$ cat src/rtl/bcd_addsub_serial.sv
// bcd_addsub_serial
//   Digit-serial N-digit 8421 BCD adder/subtractor. One digit is processed per
//   clock, least significant digit first, through a single shared digit-adder
//   slice. Y/Cout/err are registered and held between completions.
//
//   Optional build macro: BCD_CHECK_EN
//     defined   - each latched A/B digit is checked as it is processed; any
//                 digit above 9 sets err at completion.
//     undefined - no check logic, err tied low.
//
// Ports
//   clk    in   system clock, rising edge
//   rst    in   asynchronous active-high reset
//   start  in   operation request, honoured only when not busy
//   sub    in   0: A+B+Cin, 1: A+(9's complement of B)+Cin
//   A, B   in   packed BCD operands, digit 0 at [3:0]
//   Cin    in   carry into digit 0
//   busy   out  high while digits are being processed
//   done   out  one-cycle pulse when Y/Cout/err are updated
//   Y      out  BCD result
//   Cout   out  decimal carry out of the most significant digit
//   err    out  invalid-digit flag
//
// State | meaning
//   IDLE | waiting for start
//   RUN  | one digit processed per clock
//   FIN  | result just loaded, done high; start here is accepted directly

module bcd_addsub_serial #(
    parameter int DIGITS = 4
) (
    input  logic                clk,
    input  logic                rst,
    input  logic                start,
    input  logic                sub,
    input  logic [4*DIGITS-1:0] A,
    input  logic [4*DIGITS-1:0] B,
    input  logic                Cin,
    output logic                busy,
    output logic                done,
    output logic [4*DIGITS-1:0] Y,
    output logic                Cout,
    output logic                err
);

    localparam int W     = 4 * DIGITS;
    localparam int IDX_W = (DIGITS > 1) ? $clog2(DIGITS) : 1;
    localparam logic [IDX_W-1:0] IDX_LAST = IDX_W'(DIGITS - 1);

    typedef enum logic [1:0] {
        IDLE = 2'd0,
        RUN  = 2'd1,
        FIN  = 2'd2
    } state_t;

    state_t           state_q;
    logic [W-1:0]     a_q;
    logic [W-1:0]     b_q;
    logic             c_q;
    logic [IDX_W-1:0] idx_q;
    logic [W-1:0]     res_q;
    logic             busy_q;
    logic             done_q;
    logic [W-1:0]     y_q;
    logic             cout_q;

    logic [4:0]       sum_d;
    logic [3:0]       dig_d;
    logic             carry_d;
    logic [W+3:0]     res_cat;
    logic [W-1:0]     res_d;
    logic             accept;
    logic             last_digit;

    // Per-digit 9's complement; invalid digits wrap modulo 16.
    function automatic logic [W-1:0] nines(input logic [W-1:0] v);
        logic [W-1:0] r;
        r = '0;
        for (int i = 0; i < DIGITS; i++) begin
            r[4*i +: 4] = 4'd9 - v[4*i +: 4];
        end
        return r;
    endfunction

    assign accept     = start && (state_q != RUN);
    assign last_digit = (state_q == RUN) && (idx_q == IDX_LAST);

    // Shared digit slice: operands are shifted right each RUN cycle so the
    // current digit always sits at [3:0].
    always_comb begin
        sum_d   = {1'b0, a_q[3:0]} + {1'b0, b_q[3:0]} + {4'b0000, c_q};
        dig_d   = sum_d[3:0];
        carry_d = 1'b0;
        if (sum_d > 5'd9) begin
            dig_d   = sum_d[3:0] + 4'd6;
            carry_d = 1'b1;
        end
        // New digit enters at the top; after DIGITS shifts digit 0 is at [3:0].
        // The extra nibble keeps this legal for DIGITS=1.
        res_cat = {dig_d, res_q};
        res_d   = res_cat[W+3:4];
    end

    always_ff @(posedge clk or posedge rst) begin
        if (rst) begin
            state_q <= IDLE;
            a_q     <= '0;
            b_q     <= '0;
            c_q     <= 1'b0;
            idx_q   <= '0;
            res_q   <= '0;
            busy_q  <= 1'b0;
            done_q  <= 1'b0;
            y_q     <= '0;
            cout_q  <= 1'b0;
        end else begin
            done_q <= 1'b0;
            case (state_q)
                IDLE, FIN: begin
                    if (start) begin
                        a_q     <= A;
                        b_q     <= sub ? nines(B) : B;
                        c_q     <= Cin;
                        idx_q   <= '0;
                        res_q   <= '0;
                        busy_q  <= 1'b1;
                        state_q <= RUN;
                    end else begin
                        state_q <= IDLE;
                    end
                end
                RUN: begin
                    a_q   <= a_q >> 4;
                    b_q   <= b_q >> 4;
                    c_q   <= carry_d;
                    res_q <= res_d;
                    idx_q <= idx_q + IDX_W'(1);
                    if (last_digit) begin
                        y_q     <= res_d;
                        cout_q  <= carry_d;
                        busy_q  <= 1'b0;
                        done_q  <= 1'b1;
                        state_q <= FIN;
                    end
                end
                default: begin
                    state_q <= IDLE;
                    busy_q  <= 1'b0;
                end
            endcase
        end
    end

`ifdef BCD_CHECK_EN
    logic flag_q;
    logic err_q;
    logic dig_bad;

    // A complemented invalid B digit (10..15 -> 15..10) stays above 9, so
    // checking the latched B' digit is equivalent to checking B itself.
    assign dig_bad = (a_q[3:0] > 4'd9) || (b_q[3:0] > 4'd9);

    always_ff @(posedge clk or posedge rst) begin
        if (rst) begin
            flag_q <= 1'b0;
            err_q  <= 1'b0;
        end else if (accept) begin
            flag_q <= 1'b0;
        end else if (state_q == RUN) begin
            flag_q <= flag_q | dig_bad;
            if (last_digit) begin
                err_q <= flag_q | dig_bad;
            end
        end
    end

    assign err = err_q;
`else
    assign err = 1'b0;
`endif

    assign busy = busy_q;
    assign done = done_q;
    assign Y    = y_q;
    assign Cout = cout_q;

endmodule
$ cat config.mk
export PLATFORM = sky130hd
export DESIGN_NAME = bcd_addsub_serial
export DESIGN_NICKNAME = d
export VERILOG_FILES = /design/src/rtl/bcd_addsub_serial.sv
export SDC_FILE = /design/constraint.sdc
export NUM_CORES = 1
export LEC_CHECK = 0
export ABC_AREA = 1
export BUFFER_PORTS_ARGS = -buffer_cell sky130_fd_sc_hd__buf_2
export CELL_PAD_IN_SITES_DETAIL_PLACEMENT = 0
export CELL_PAD_IN_SITES_GLOBAL_PLACEMENT = 2
export CORE_AREA = 8 8 112 114
export DETAILED_ROUTE_END_ITERATION = 10
export DIE_AREA = 0 0 120 122
export PLACE_DENSITY = 0.71
export SYNTH_ARGS = -nofsm -noshare
export SYNTH_HDL_FRONTEND = slang
export SYNTH_SLANG_ARGS = --single-unit
$ cat constraint.sdc
create_clock -name clk -period 2.4 [get_ports clk]
set_input_delay 0 -clock clk [delete_from_list [all_inputs] [get_ports clk]]
set_output_delay 0 -clock clk [all_outputs]
set_load 0.02 [all_outputs]
---- Word level (Yosys, flattened, before mapping) ----
Index checks and enable logic that the tools add are counted.
W data, S select, Z words.
cells by class
  eq/ne operators ......................... 5
  muxes and demuxes ....................... 21
  shift operators ......................... 0
  reduce and logical (&&, ||, !) cells .... 7
  multiply operators ...................... 0
  bitwise logic cells ..................... 0
  divide/modulo/power cells ............... 0
  magnitude comparators ................... 1
  add/subtract/negate cells ............... 8
operators by type and width
  cell                   number
  $pmux W16 S2           3
  $mux W16               4
  $sub A4 B4 Y4 const A  4
  $pmux W2 S2            2
  $mux W1                7
  $reduce_and A2 Y1      3
  $add A4 B4 Y5          1
  $add A5 B1 Y5          1
  $gt A5 B4 Y1 const B   1
  $add A4 B3 Y4 const B  1
  $eq A2 B2 Y1 const B   2
  $mux W2                2
  $mux W4                1
  $ne A2 B2 Y1 const B   2
  $pmux W1 S2            2
  $add A2 B1 Y2 const B  1
  $eq A2 B1 Y1 const B   1
  $logic_not A2 Y1       1
  $reduce_bool A2 Y1     1
  $reduce_or A2 Y1       1
  $logic_and A1 B1 Y1    1
storage, ports and cells
  logic and storage cells ................. 52
  input port bits ......................... 37
  flip-flop bits (word level) ............. 72
  output and inout bits ................... 20
  latch bits .............................. 0
  memories ................................ 0
  bits in writable memories ............... 0
  ROM bits ................................ 0

---- Logic depth before layout (Yosys ltp) ----
Gate-level depths: netlist (run 1).
  depth after elaboration ................. 5
  gate-level depth with buffers ........... 15
  gate-level depth less buffers ........... 15

---- Least setup slack after synthesis (run 1) ----
Ideal clock, no wire load.
  path type ............................... register -> register
  start point ............................. register a_q[0]
  end point ............................... register res_q[13]
  buffers on the path ..................... 0
  data required time ...................... 2.279 ns
  stages on the path, launching flop included .. 13
  path slack .............................. 0.126 ns
  arrival time ............................ 2.153 ns
  setup time .............................. 0.121 ns
  clock period less this slack ............ 2.274 ns
  path through ............................ dfrtp_1 fa_1 fa_1 inv_1 ha_1 inv_1 nor2_1 a21oi_2 nand2_2 nand2_4 nand2_1 nand3_1 o21ai_1
between the ends
  cells in the longest elaborated chain, start to end .. 5
  elaborated cells on any way between the ends .. 6
  classes of those cells .................. 3 x add/sub; 1 x order compare; 2 x mux
ends and longest elaborated chain
  element                                               line    RTL
  from (decl)                                           57      logic [W-1:0] a_q;
  from (signal assigned)                                133     a_q <= a_q >> 4;
  $add A4 B4 Y5 (*)                                     91      sum_d = {1'b0, a_q[3:0]} + {1'b0, b_q[3:0]} + {4'b0000, c_q};
  $add A5 B1 Y5 (*)                                     91
  $add A4 B3 Y4 / $gt A5 B4 Y1 (equally long branches)  95, 94
  $mux W4 (*)                                           94      if (sum_d > 5'd9) begin
  $pmux W16 S2 (*)                                      118     case (state_q)
  to (signal assigned)                                  136     res_q <= res_d;
  to (decl)                                             61      logic [W-1:0] res_q;
Every way passes the cells marked *; elsewhere a longest branch is shown, timed or not.
A chain may end at the register's enable or synchronous reset.

---- Worst setup path in the final report (run 1) ----
  start point ............................. register c_q
  end point ............................... register res_q[15]
between the ends
  cells in the longest elaborated chain, start to end .. 4
  elaborated cells on any way between the ends .. 5
  classes of those cells .................. 2 x add/sub; 1 x order compare; 2 x mux
ends and longest elaborated chain
  element                                               line    RTL
  from (decl)                                           59      logic c_q;
  from (signal assigned)                                123     c_q <= Cin;
  from (signal assigned)                                135     c_q <= carry_d;
  $add A5 B1 Y5 (*)                                     91
  $add A4 B3 Y4 / $gt A5 B4 Y1 (equally long branches)  95, 94
  $mux W4 (*)                                           94
  $pmux W16 S2 (*)                                      118
Marks and branches as above.

==> run_results.csv, run 1 <==
group,metric,value,unit
logic_synthesis,synth_top_family_by_area,"simple AND/OR/NAND/NOR gates",
logic_synthesis,yosysTopAreaCell,"dfrtp_1",
cells_and_area,nFillCells,1105,
timing,hold_viol,0,
power,ir_worst_vdd,0.688,mV
power,swShare,42.5,%
cells_and_area,syn_to_final_growth,34.1,%
global_routing,grt.total_usage,11.3,%
clock_network,cts_root_buf,"clkbuf_8",
cells_and_area,final_cell_mix,"nand2_1, dfrtp_1, buf_2",
drt,vias_per_cell,4.44,
timing,slew_headroom,54.5,%
logic_synthesis,ys_seq_area_share,53.8,%
logic_synthesis,synth_fa_ha_area_share,4.82,%
worst_setup_path,path_cells,"fa_2, fa_2, inv_2, ha_4, inv_2, nor2_2, a21oi_2, nand2_2, nand2_4, nand2_2, nand2_2, nand2_1, nand2_1",
global_routing,grt.overflow.total,0,
clock_network,clk_pin_slew,0.08,ns
cells_and_area,drive_above_1_share,26.8,%
logic_synthesis,synth_area,3170,um2
power,combPwrFrac,53.3,%
global_routing,grt_pass1_wl,13.3,mm
place,place_area,3590,um2
drt,drc,0,
global_routing,antenna_found_initial,0,
timing,fin_crit,2.33,ns
timing,rsz0062_at_grt,"true",
floorplan,io_pins,57,
worst_setup_path,path_buf_inv,2,
drt,drtIter0Drc,169,
place,hpwlAfterDp,5.25,mm
logic_synthesis,synthSimpleGateAreaFrac,17.4,%
logic_synthesis,synth_area_leaders,"dfrtp_1, nand2_1, inv_1",
logic_synthesis,synthCells,341,
drt,drtPass1Iterations,4,
worst_hold_path,hold_path.class,"input port to register",
drt,wirelength,7.76,mm
power,seqPwrFrac,28.9,%
place,portBuffers,55,
floorplan,rows,38,
worst_setup_path,crit_top_cell,"nand2_2",
timing,fmax,0.430,GHz
logic_synthesis,synth_compound_area_share,13.8,%
timing,report.final.slew_viol_count,0,
clock_network,clkLatencyLatePin,0.35,ns
logic_synthesis,synth_warnings,0,
power,power_leakage,2.09,nW
timing,period_share,97.0,%
worst_setup_path,start_kind,"register",
worst_setup_path,end_kind,"register",
logic_synthesis,synth_cell_types,28,
power,power.total,6.59,mW
worst_setup_path,path_delay_family,"adder cells",
floorplan,initial_core_util,29.6,%
worst_setup_path,r2r_start,"c_q",
run,max-cap-violations,0,
worst_setup_path,arrival,2.61,ns
drt,wl_per_cell,13.4,um
timing,setup-violations-final,0,
timing,worst_slew_pin_slew,0.681,ns
logic_synthesis,avgSynthCellArea,9.28,um2
cells_and_area,final_common_cell,"nand2_1",
cells_and_area,fin_cells,580,
global_routing,grt_max_degree,39,
clock_network,clock_sinks,68,
worst_setup_path,crit_type,"register to register",
clock_network,numCtsBuffers,9,
power,p_sw,2.80,mW
clock_network,cts_tree,"done",
cells_and_area,fin_nets,483,
place,place_inst,527,
floorplan,dieHeight,122,um
drt,ant_nets,0,
worst_setup_path,crit_path_start,"c_q",
place,gp_congestion,0.796,
floorplan,die_w,120,um
cells_and_area,stdcell_area,4250,um2
power,clockPowerShare,17.8,%
logic_synthesis,syn_nets,389,
worst_setup_path,max_stage_delay,0.59,ns
power,p_int,3.79,mW
worst_setup_path,critPathMaxFanout,5,
worst_setup_path,worstPathRequired,2.69,ns
drt,dr_total_vias,2575,
clock_network,cts.path.max_buffers,2,
logic_synthesis,synthMuxAreaShare,0,%
logic_synthesis,synth_xor_xnor_area_share,1.94,%
logic_synthesis,ys_ff_latch,68,
outcome,status,"finished, final reports clean",
clock_network,htree_levels,3,
timing,skew,0.00973,ns
floorplan,core-area,10700,um2
power,power_density,1550,nW/um2
worst_hold_path,worstHoldStart,"B[2]",
logic_synthesis,synth_top_area_share,53.8,%
floorplan,dieArea,14600,um2
cells_and_area,diodes,0,
worst_setup_path,cp_slowest_cell,"fa_2",
global_routing,grt_pass1_vias,2727,
synthesized netlist by cell type (all sizes together):
cell	count
nand2	101
dfrtp	68
inv	47
o21ai	20
nand3	19
o211ai	16
buf	14
o22ai	12
ha	9
a21oi	7
nor2	7
o221ai	6
a22o	4
xnor2	4
xor2	3
fa	2
clkbuf	1
conb	1
kinds of logic (layout without fill, tap and decap cells):
family | count (synthesis) | in the layout
AND/OR/NAND/NOR | 127 | 127
XOR/XNOR | 7 | 7
other | 1 | 1
flip-flops | 68 | 68
AO/OA/AOI/OAI | 65 | 65
buffers and inverters | 62 | 161
adder cells (fa/ha/maj) | 11 | 11
area by class of cell:
| cell class | count | area, um2 | share of cell area (%) |
|---|---|---|---|
| clock inverters | 7 | 125 | 2.95 |
| repair buffers | 98 | 686 | 16.2 |
| flip-flops and latches | 68 | 1700 | 40.1 |
| clock buffers | 9 | 124 | 2.92 |
| inverters | 47 | 176 | 4.16 |
| well taps | 140 | 175 | 4.13 |
| multi-input cells | 211 | 1260 | 29.6 |
metrics by stage:
step	worst slack [ns]	setup TNS [ns]	hold slack (ns)	util [%]
floorplan	0.126	0	0.121	-
global placement	0.0474	0	0.146	33.6
detailed placement	0.000348	0	0.154	33.6
CTS	0.0443	0	0.00784	38.7
global route	-0.0452	-0.206	0.0361	39.7
finish	0.0726	0	0.0231	39.7
path summary, 6_finish.rpt:
| check | end | slack [ns] | cells past startpoint |
|---|---|---|---|
| min | b_q[2] | 0.02 | 5 |
| max | res_q[15] | 0.07 | 13 |
| max reg2reg | res_q[15] | 0.07 | 13 |
| min reg2reg | busy | 0.47 | 2 |
| max in group asynchronous | a_q[9] | 1.45 | 4 |
| min in group asynchronous | Y[7] | 0.30 | 3 |
power by group through the flow:
stage | clock network, mW | registers (mW) | logic, mW
floorplan | 0 | 2.05 | 2.08
global placement | 0 | 1.92 | 2.96
detailed placement | 0 | 1.93 | 2.97
CTS | 1.21 | 1.92 | 3.03
global route | 1.26 | 1.98 | 3.98
finish | 1.17 | 1.91 | 3.51
state kept, by name, indices dropped and copies added, names as in the netlist:
register  flops
b_q          16
a_q          16
Y            16
done          1
Cout          1
state_q       2
busy          1
c_q           1
idx_q         2
res_q        12
what timing repair did:
| item | in CTS | in global routing |
|---|---|---|
| hold endpoints to repair | 59 | 0 |
| endpoints found under the setup margin | 3 | 6 |
| setup buffers | 0 | 7 |
| pin swaps | 0 | 5 |
| hold buffers | 30 | 0 |
| resized for setup | 1 | 14 |
metal layers:
layer	track usage, %	up-vias	part of all wire (%)
met5	0	-	0
met4	2.81	0	1.1
met3	4.16	9	5.3
met2	18.2	66	46
met1	14.1	1197	47
li1	-	1303	-
worst reg2reg max path, stage by stage, from the launching register on:
cell     delay, ns
dfrtp_1       0.41
fa_2          0.42
fa_2          0.59
inv_2         0.05
ha_4          0.15
inv_2         0.06
nor2_2        0.03
a21oi_2       0.10
nand2_2       0.09
nand2_4       0.12
nand2_2       0.06
nand2_2       0.06
nand2_1       0.05
nand2_1       0.05
No activity file was read; power rests on OpenSTA's default activity.
==> run 2, diff against run 1 <==
==> constraint.sdc (replaced) <==
create_clock -name clk -period 2.4 [get_ports clk]
set_input_delay 0.48 -clock clk [delete_from_list [all_inputs] [get_ports clk]]
set_output_delay 0.48 -clock clk [all_outputs]
set_load 0.02 [all_outputs]
==> run_results.csv, run 2 (synthesis results as in run 1) <==
group,metric,value,unit
global_routing,antenna_found_initial,0,
clock_network,cts_tree,"done",
floorplan,dieArea,14600,um2
clock_network,clock_sinks,68,
worst_setup_path,worstPathRequired,2.62,ns
worst_setup_path,crit_type,"register to register",
cells_and_area,diodes,0,
worst_setup_path,crit_path_end,"res_q[14]",
worst_setup_path,max_stage_delay,0.59,ns
cells_and_area,nFillCells,1140,
floorplan,io_pins,57,
global_routing,grt.overflow.total,0,
floorplan,initial_core_util,29.6,%
worst_setup_path,path_cells,"fa_2, fa_2, inv_2, ha_4, inv_2, nor2_2, a21oi_2, nand2_2, nand2_4, nand2_2, nand3_1, o21ai_1",
worst_setup_path,end_kind,"register",
drt,drtPass1Iterations,4,
timing,worst_slew_pin_slew,0.711,ns
power,power_density,1600,nW/um2
drt,drtIter0Drc,122,
timing,report.final.slew_viol_count,0,
clock_network,clkLatencyLatePin,0.34,ns
worst_setup_path,reg2reg_to,"res_q[14]",
place,hpwlAfterDp,5.21,mm
global_routing,grt_max_degree,38,
drt,wl_per_cell,13.7,um
worst_setup_path,r2r_cells,12,
timing,fin_crit,2.32,ns
worst_setup_path,start_kind,"register",
cells_and_area,stdcell_area,3870,um2
worst_setup_path,critPathMaxFanout,5,
timing,period_share,96.6,%
cells_and_area,final_common_cell,"nand2_1",
global_routing,grt_pass1_wl,12.6,mm
timing,layout_setup_ws,0.0815,ns
drt,wirelength,7.54,mm
power,power_leakage,1.93,nW
worst_hold_path,hold_path.class,"input port to asynchronous set/reset pin",
global_routing,grt.total_usage,10.7,%
worst_setup_path,reg2reg_slack,0.08,ns
floorplan,core-area,10700,um2
drt,vias_per_cell,4.48,
place,gp_congestion,0.802,
timing,final.setup.tns,0,ns
place,pre_cts_ws,0.000899,ns
timing,slew_headroom,52.6,%
cells_and_area,drive_above_1_share,27.6,%
drt,dr_total_vias,2458,
worst_setup_path,path_buf_inv,2,
timing,rsz0062_at_grt,"true",
drt,ant_nets,0,
place,portBuffers,55,
worst_setup_path,arrival,2.54,ns
global_routing,grt_pass1_vias,2547,
floorplan,die_w,120,um
worst_setup_path,cp_num_cells,12,
clock_network,cts.path.max_buffers,2,
timing,fmax,0.431,GHz
clock_network,cts_root_buf,"clkbuf_8",
worst_setup_path,path_delay_family,"adder cells",
run,max-cap-violations,0,
floorplan,rows,38,
cells_and_area,fin_nets,452,
outcome,status,"finished, final reports clean",
timing,timing.hold.ws,0.249,ns
timing,skew,0.00532,ns
drt,drc,0,
cells_and_area,syn_to_final_growth,22.3,%
worst_setup_path,r2r_start,"c_q",
clock_network,numCtsBuffers,9,
power,ir_worst_vdd,0.526,mV
timing,hold_viol,0,
clock_network,clk_pin_slew,0.07,ns
place,place_area,3600,um2
timing,setup-violations-final,0,
clock_network,htree_levels,3,
cells_and_area,final_cell_mix,"nand2_1, dfrtp_1, buf_2",
worst_setup_path,cp_slowest_cell,"fa_2",
floorplan,dieHeight,122,um
worst_setup_path,crit_path_start,"c_q",
==> run 2: stage by stage <==
| step | instances | total power [mW] | utilization, % |
|---|---|---|---|
| after global routing | 549 | 6.76 | 36.2 |
| after CTS | 544 | 5.93 | 35.6 |
| after global placement | 528 | 4.89 | 33.6 |
| final | 549 | 6.18 | 36.2 |
| after detailed placement | 528 | 4.92 | 33.6 |
| after floorplan | 341 | 4.14 | - |
==> run 2: worst min-delay path by stage <==
stage,startpoint,slack [ns],end,cells past startpoint
2_1_floorplan,res_q[15],0.45,res_q[15],2
3_3_place_gp,busy,0.46,busy,2
3_5_place_dp,busy,0.46,busy,2
4_1_cts,rst,0.27,Y[7],2
5_1_grt,rst,0.29,res_q[7],2
6_report,rst,0.25,Y[11],2
==> run 2: routing by layer <==
layer / vias up / track usage, % / routed length [um]
li1: 1253 / - / -
met1: 1139 / 13.1 / 3460
met2: 60 / 17.1 / 3480
met3: 6 / 4.40 / 522
met4: 0 / 3.28 / 72
met5: - / 0 / 0
==> run 2: repair_timing <==
item	in CTS	in global routing
hold buffers	0	0
pin swaps	0	5
setup endpoints to repair	3	6
buffers inserted	0	5
resized for setup	1	10
==> run 2: area by class of cell <==
type / count / area (um2) / share of cell area, %
clock buffer: 12 / 155 / 4.01
clock inverter: 4 / 47.5 / 1.23
inverter: 47 / 176 / 4.56
multi-input combinational: 211 / 1240 / 31.9
sequential: 68 / 1700 / 44.0
tap: 140 / 175 / 4.53
timing repair buffer: 67 / 378 / 9.76
==> run 2: where the power goes <==
| group | internal, mW | switching [mW] | total [mW] |
|---|---|---|---|
| Sequential | 1.66 | 0.243 | 1.91 |
| Combinational | 1.31 | 1.99 | 3.30 |
| Clock | 0.534 | 0.434 | 0.968 |
